$ cat config.mk
export PLATFORM = sky130hd
export DESIGN_NAME = lcd_init_sequencer
export DESIGN_NICKNAME = d
export VERILOG_FILES = /design/src/rtl/lcd_init_sequencer.sv
export SDC_FILE = /design/constraint.sdc
export NUM_CORES = 1
export LEC_CHECK = 0
export CAP_MARGIN = 10
export CORE_UTILIZATION = 49
export DETAILED_ROUTE_END_ITERATION = 10
export GPL_ROUTABILITY_DRIVEN = 0
export PLACE_DENSITY = 0.78
export SLEW_MARGIN = 20
export SYNTH_ARGS = -nofsm -noshare
export SYNTH_HDL_FRONTEND = slang
export SYNTH_SLANG_ARGS = --single-unit
$ cat constraint.sdc
create_clock -name clk -period 2.7 [get_ports clk]
set_clock_uncertainty 0.05 [all_clocks]
set_input_delay 0.27 -clock clk [delete_from_list [all_inputs] [get_ports clk]]
set_output_delay 0.27 -clock clk [all_outputs]
set_load 0.02 [all_outputs]
$ cat src/rtl/lcd_init_sequencer.sv
// HD44780-style power-on init: waits, then strobes 8 fixed commands with setup/pulse/hold/wait timing.
// Outputs registered (one cycle from next-state); no backpressure, runs free until done, terminal until reset.
module lcd_init_sequencer #(
    parameter int PWR_CYC   = 750000,
    parameter int SETUP_CYC = 2,
    parameter int PULSE_CYC = 12,
    parameter int HOLD_CYC  = 2,
    parameter int LONG_CYC  = 205000,
    parameter int MID_CYC   = 5000,
    parameter int CMD_CYC   = 2000,
    parameter int CLR_CYC   = 76000
) (
    input  logic       clk,
    input  logic       reset,
    output logic       RS,
    output logic       RW,
    output logic       E,
    output logic [7:0] DATA,
    output logic       done
);

    localparam logic [2:0] ST_POWERUP = 3'd0;
    localparam logic [2:0] ST_SETUP   = 3'd1;
    localparam logic [2:0] ST_PULSE   = 3'd2;
    localparam logic [2:0] ST_HOLD    = 3'd3;
    localparam logic [2:0] ST_WAIT    = 3'd4;
    localparam logic [2:0] ST_DONE    = 3'd5;

    localparam logic [19:0] PWR_LD   = 20'(PWR_CYC);
    localparam logic [19:0] SETUP_LD = 20'(SETUP_CYC);
    localparam logic [19:0] PULSE_LD = 20'(PULSE_CYC);
    localparam logic [19:0] HOLD_LD  = 20'(HOLD_CYC);
    localparam logic [19:0] LONG_LD  = 20'(LONG_CYC);
    localparam logic [19:0] MID_LD   = 20'(MID_CYC);
    localparam logic [19:0] CMD_LD   = 20'(CMD_CYC);
    localparam logic [19:0] CLR_LD   = 20'(CLR_CYC);

    logic [2:0]  state, nxt_state;
    logic [2:0]  idx, nxt_idx;
    logic [19:0] cnt, nxt_cnt;

    function automatic logic [7:0] cmd_byte(input logic [2:0] i);
        case (i)
            3'd0, 3'd1, 3'd2: cmd_byte = 8'h30;
            3'd3:             cmd_byte = 8'h38;
            3'd4:             cmd_byte = 8'h08;
            3'd5:             cmd_byte = 8'h01;
            3'd6:             cmd_byte = 8'h06;
            default:          cmd_byte = 8'h0C;
        endcase
    endfunction

    function automatic logic [19:0] wait_len(input logic [2:0] i);
        case (i)
            3'd0:    wait_len = LONG_LD;
            3'd1:    wait_len = MID_LD;
            3'd5:    wait_len = CLR_LD;
            default: wait_len = CMD_LD;
        endcase
    endfunction

    // Each state lasts exactly its load value: the transition happens on the edge where cnt reaches 1.
    always_comb begin
        nxt_state = state;
        nxt_idx   = idx;
        nxt_cnt   = cnt - 20'd1;
        if (state == ST_DONE) begin
            nxt_cnt = cnt;
        end else if (cnt <= 20'd1) begin
            case (state)
                ST_POWERUP: begin
                    nxt_state = ST_SETUP;
                    nxt_cnt   = SETUP_LD;
                end
                ST_SETUP: begin
                    nxt_state = ST_PULSE;
                    nxt_cnt   = PULSE_LD;
                end
                ST_PULSE: begin
                    nxt_state = ST_HOLD;
                    nxt_cnt   = HOLD_LD;
                end
                ST_HOLD: begin
                    nxt_state = ST_WAIT;
                    nxt_cnt   = wait_len(idx);
                end
                ST_WAIT: begin
                    if (idx == 3'd7) begin
                        nxt_state = ST_DONE;
                        nxt_cnt   = 20'd0;
                    end else begin
                        nxt_state = ST_SETUP;
                        nxt_idx   = idx + 3'd1;
                        nxt_cnt   = SETUP_LD;
                    end
                end
                default: begin
                    nxt_state = ST_DONE;
                    nxt_cnt   = 20'd0;
                end
            endcase
        end
    end

    always_ff @(posedge clk or posedge reset) begin
        if (reset) begin
            state <= ST_POWERUP;
            idx   <= 3'd0;
            cnt   <= PWR_LD;
            RS    <= 1'b0;
            RW    <= 1'b0;
            E     <= 1'b0;
            DATA  <= 8'h00;
            done  <= 1'b0;
        end else begin
            state <= nxt_state;
            idx   <= nxt_idx;
            cnt   <= nxt_cnt;
            RS    <= 1'b0;
            RW    <= 1'b0;
            E     <= (nxt_state == ST_PULSE);
            done  <= (nxt_state == ST_DONE);
            DATA  <= (nxt_state == ST_POWERUP) ? 8'h00 : cmd_byte(nxt_idx);
        end
    end

endmodule

==> flow_summary.toml <==
[power]
combPwrFrac = 0.019
powerDensity_nw_per_um2 = 387
seqPwrFrac = 0.550
power.share.switching = 0.217
power_switching_uw = 195
clkPwrFrac = 0.431
intPower_uw = 705
peakVddDrop_mv = 0.290
p_leak_uw = 0.000960

[route]
drtAntennaViolNets = 0
routedWlPerCell_um = 16.1
drc = 0
drt_pass1_iterations = 5
drtIter0Drc = 118
routed-via-count = 1855
wl_mm = 4.90
vias_per_cell = 6.08

[die]
die_area_sq_um = 4480
rows = 23
die_h_um = 66.9
initial_core_util = 0.513
design.portCount = 14
core_sq_um = 4030
die_w_um = 66.9

[critical_path]
crit_arrival_ps = 2670
endpoint_kind = "flip-flop"
cp_num_buf_inv = 2
required_ps = 2870
critical-path-max-stage-delay_ps = 770
path_max_fanout = 9
crit_family = "compound AO/OA/AOI/OAI gates"
crit_slowest_cell = "a211oi_1"
cp-start-kind = "flip-flop"
path_cells = "inv_1 -> ha_1 -> o21bai_1 -> nor3_1 -> buf_4 -> a211oi_1 -> a32o_1 -> a21o_1"
path_class = "reg -> reg"

[synthesis]
ys_warn_count = 0
synth-seq-area-share = 0.406
avgSynthCellArea_sq_um = 8.61
netlist_instances = 240
synth_ff_type = "dfrtp_1"
yosys_register_bits = 33
syn_area_sq_um = 2070
synthDistinctLibCells = 52
async_flop_share = 1.00
synth_edf_count = 0

[grt]
grt_pass1_wl_mm = 8.00
antenna_found_initial = 0
grt_util_all_layers = 0.245
grt_pass1_vias = 1627
overflow = 0
grt_max_degree = 34

[sta]
fmax_mhz = 400
final_hold_viol_count = 0
fin_ws_ps = 202
worstMarginPinSlew_ps = 903
whs_ps = 323
slew_headroom = 0.394
slew_viol_final = 0
tns_ps = 0
setup_viol = 0
layout_min_cycle_time_ps = 2500
grt_setup_unrepaired = "false"
fin_crit_sh = 0.925

[worst_hold_path]
hold_class = "in -> async"

[job]
cap_violations = 0

[placement]
io_buffer_count = 9
dp_hpwl_mm = 3.43
placed_cell_area_sq_um = 2240
dp_slack_ps = 317

[cts]
path_clk_slew_ps = 70
cts_resized = 0
post_cts_buffers = 0
cts_root_buf = "clkbuf_8"
cts_buffers = 5
cts_sinks = 33
cts_tree = "built"
clock_latency_ps = 290
htreeDepth = 2
cts_hold_buf = 0
clockBufferDepth = 2

[cells_and_area]
diodes = 0
final_cell_mix = "dfrtp_1 (23), o21ai_0 (20), nand2_1 (19), nor2_1 (19), nand3_1 (14)"
final_common_cell = "dfrtp_1"
syn_to_final_growth_pct = 12.7
fin_area_sq_um = 2330
final_util = 0.578
nNetsFinal = 261
drive_gt1_frac = 0.145
n_fill_cell = 359

[run_status]
status = "complete, no violations"
==> synth_stat cells, types with 3 or more instances <==
cell | instances | area (sq um)
o21ai_0 | 20 | 100
a211oi_1 | 5 | 37.5
a22oi_1 | 4 | 30.0
a21oi_1 | 12 | 60.1
nor2_1 | 19 | 71.3
dfrtp_1 | 23 | 576
nand2b_1 | 4 | 25.0
clkbuf_1 | 11 | 41.3
nor4_1 | 5 | 31.3
inv_1 | 8 | 30.0
ha_1 | 5 | 62.6
dfstp_2 | 10 | 263
nor3_1 | 11 | 55.1
nor2b_1 | 3 | 18.8
nand2_1 | 19 | 71.3
mux2i_1 | 3 | 30.0
o211ai_1 | 4 | 30.0
and2_1 | 7 | 43.8
buf_4 | 5 | 37.5
nand3_1 | 14 | 70.1
or3_1 | 6 | 37.5
and3_1 | 3 | 18.8
==> power groups by stage <==
stage	clock network, uW	registers [uW]	logic, uW
detailed placement	0	504	17.5
floorplan	0	504	16.4
global route	415	495	19.9
finish	389	495	17.0
global placement	0	504	17.3
CTS	393	495	17.4
==> worst paths after layout <==
check,startpoint,endpoint,slack (ps),cells after the start
max in group asynchronous,reset,cnt[13]$_DFFE_PP1N_,1930,3
worst min register to register,cnt[18]$_DFFE_PP0N_,cnt[18]$_DFFE_PP0N_,410,1
worst min-delay path,reset,state[2]$_DFF_PP0_,320,3
worst max register to register,cnt[0]$_DFFE_PP0N_,cnt[16]$_DFFE_PP1N_,200,8
worst max-delay path,cnt[0]$_DFFE_PP0N_,cnt[16]$_DFFE_PP1N_,200,8
min in group clk,cnt[18]$_DFFE_PP0N_,cnt[18]$_DFFE_PP0N_,410,1
==> cell type report <==
type,count,area (sq um),share of cell area
clock buffers,8,90.1,0.0387
well taps,50,62.6,0.0269
multi-input cells,184,1120,0.481
flip-flops and latches,33,838,0.360
inverters,8,30.0,0.0129
repair buffers,22,188,0.0806
==> registers in the layout, summed over array words and instances (netlist names) <==
register,flops
DATA,5
E,1
cnt,20
done,1
idx,3
state,3
==> through the flow <==
stage	power, uW	instances
3_3_place_gp	521	297
6_report	901	305
4_1_cts	905	305
2_1_floorplan	520	243
3_5_place_dp	521	297
5_1_grt	929	305
==> logic make-up (layout without fill, tap and decap cells) <==
kind of cell | Yosys count | in the layout | share of synthesized area
other cells | 1 | 4 | 0.00182
compound gates | 62 | 62 | 0.194
fa+ha+maj | 5 | 5 | 0.0303
flops | 33 | 33 | 0.406
buf+inv | 26 | 38 | 0.0575
mux | 4 | 4 | 0.0200
xor+xnor | 2 | 2 | 0.00848
simple gates | 107 | 107 | 0.282
==> metal layers <==
metal | vias up | track usage | share of wire
met3 | 12 | 0.0616 | 0.077
met1 | 862 | 0.324 | 0.44
met5 | - | 0 | 0
met2 | 84 | 0.375 | 0.46
li1 | 897 | - | -
met4 | 0 | 0.106 | 0.023
==> tightest hold or removal path: cells and delay by family <==
family	cells	cell delay, ps
buffers and inverters	3	810
Power figures use the tool's default switching activity.
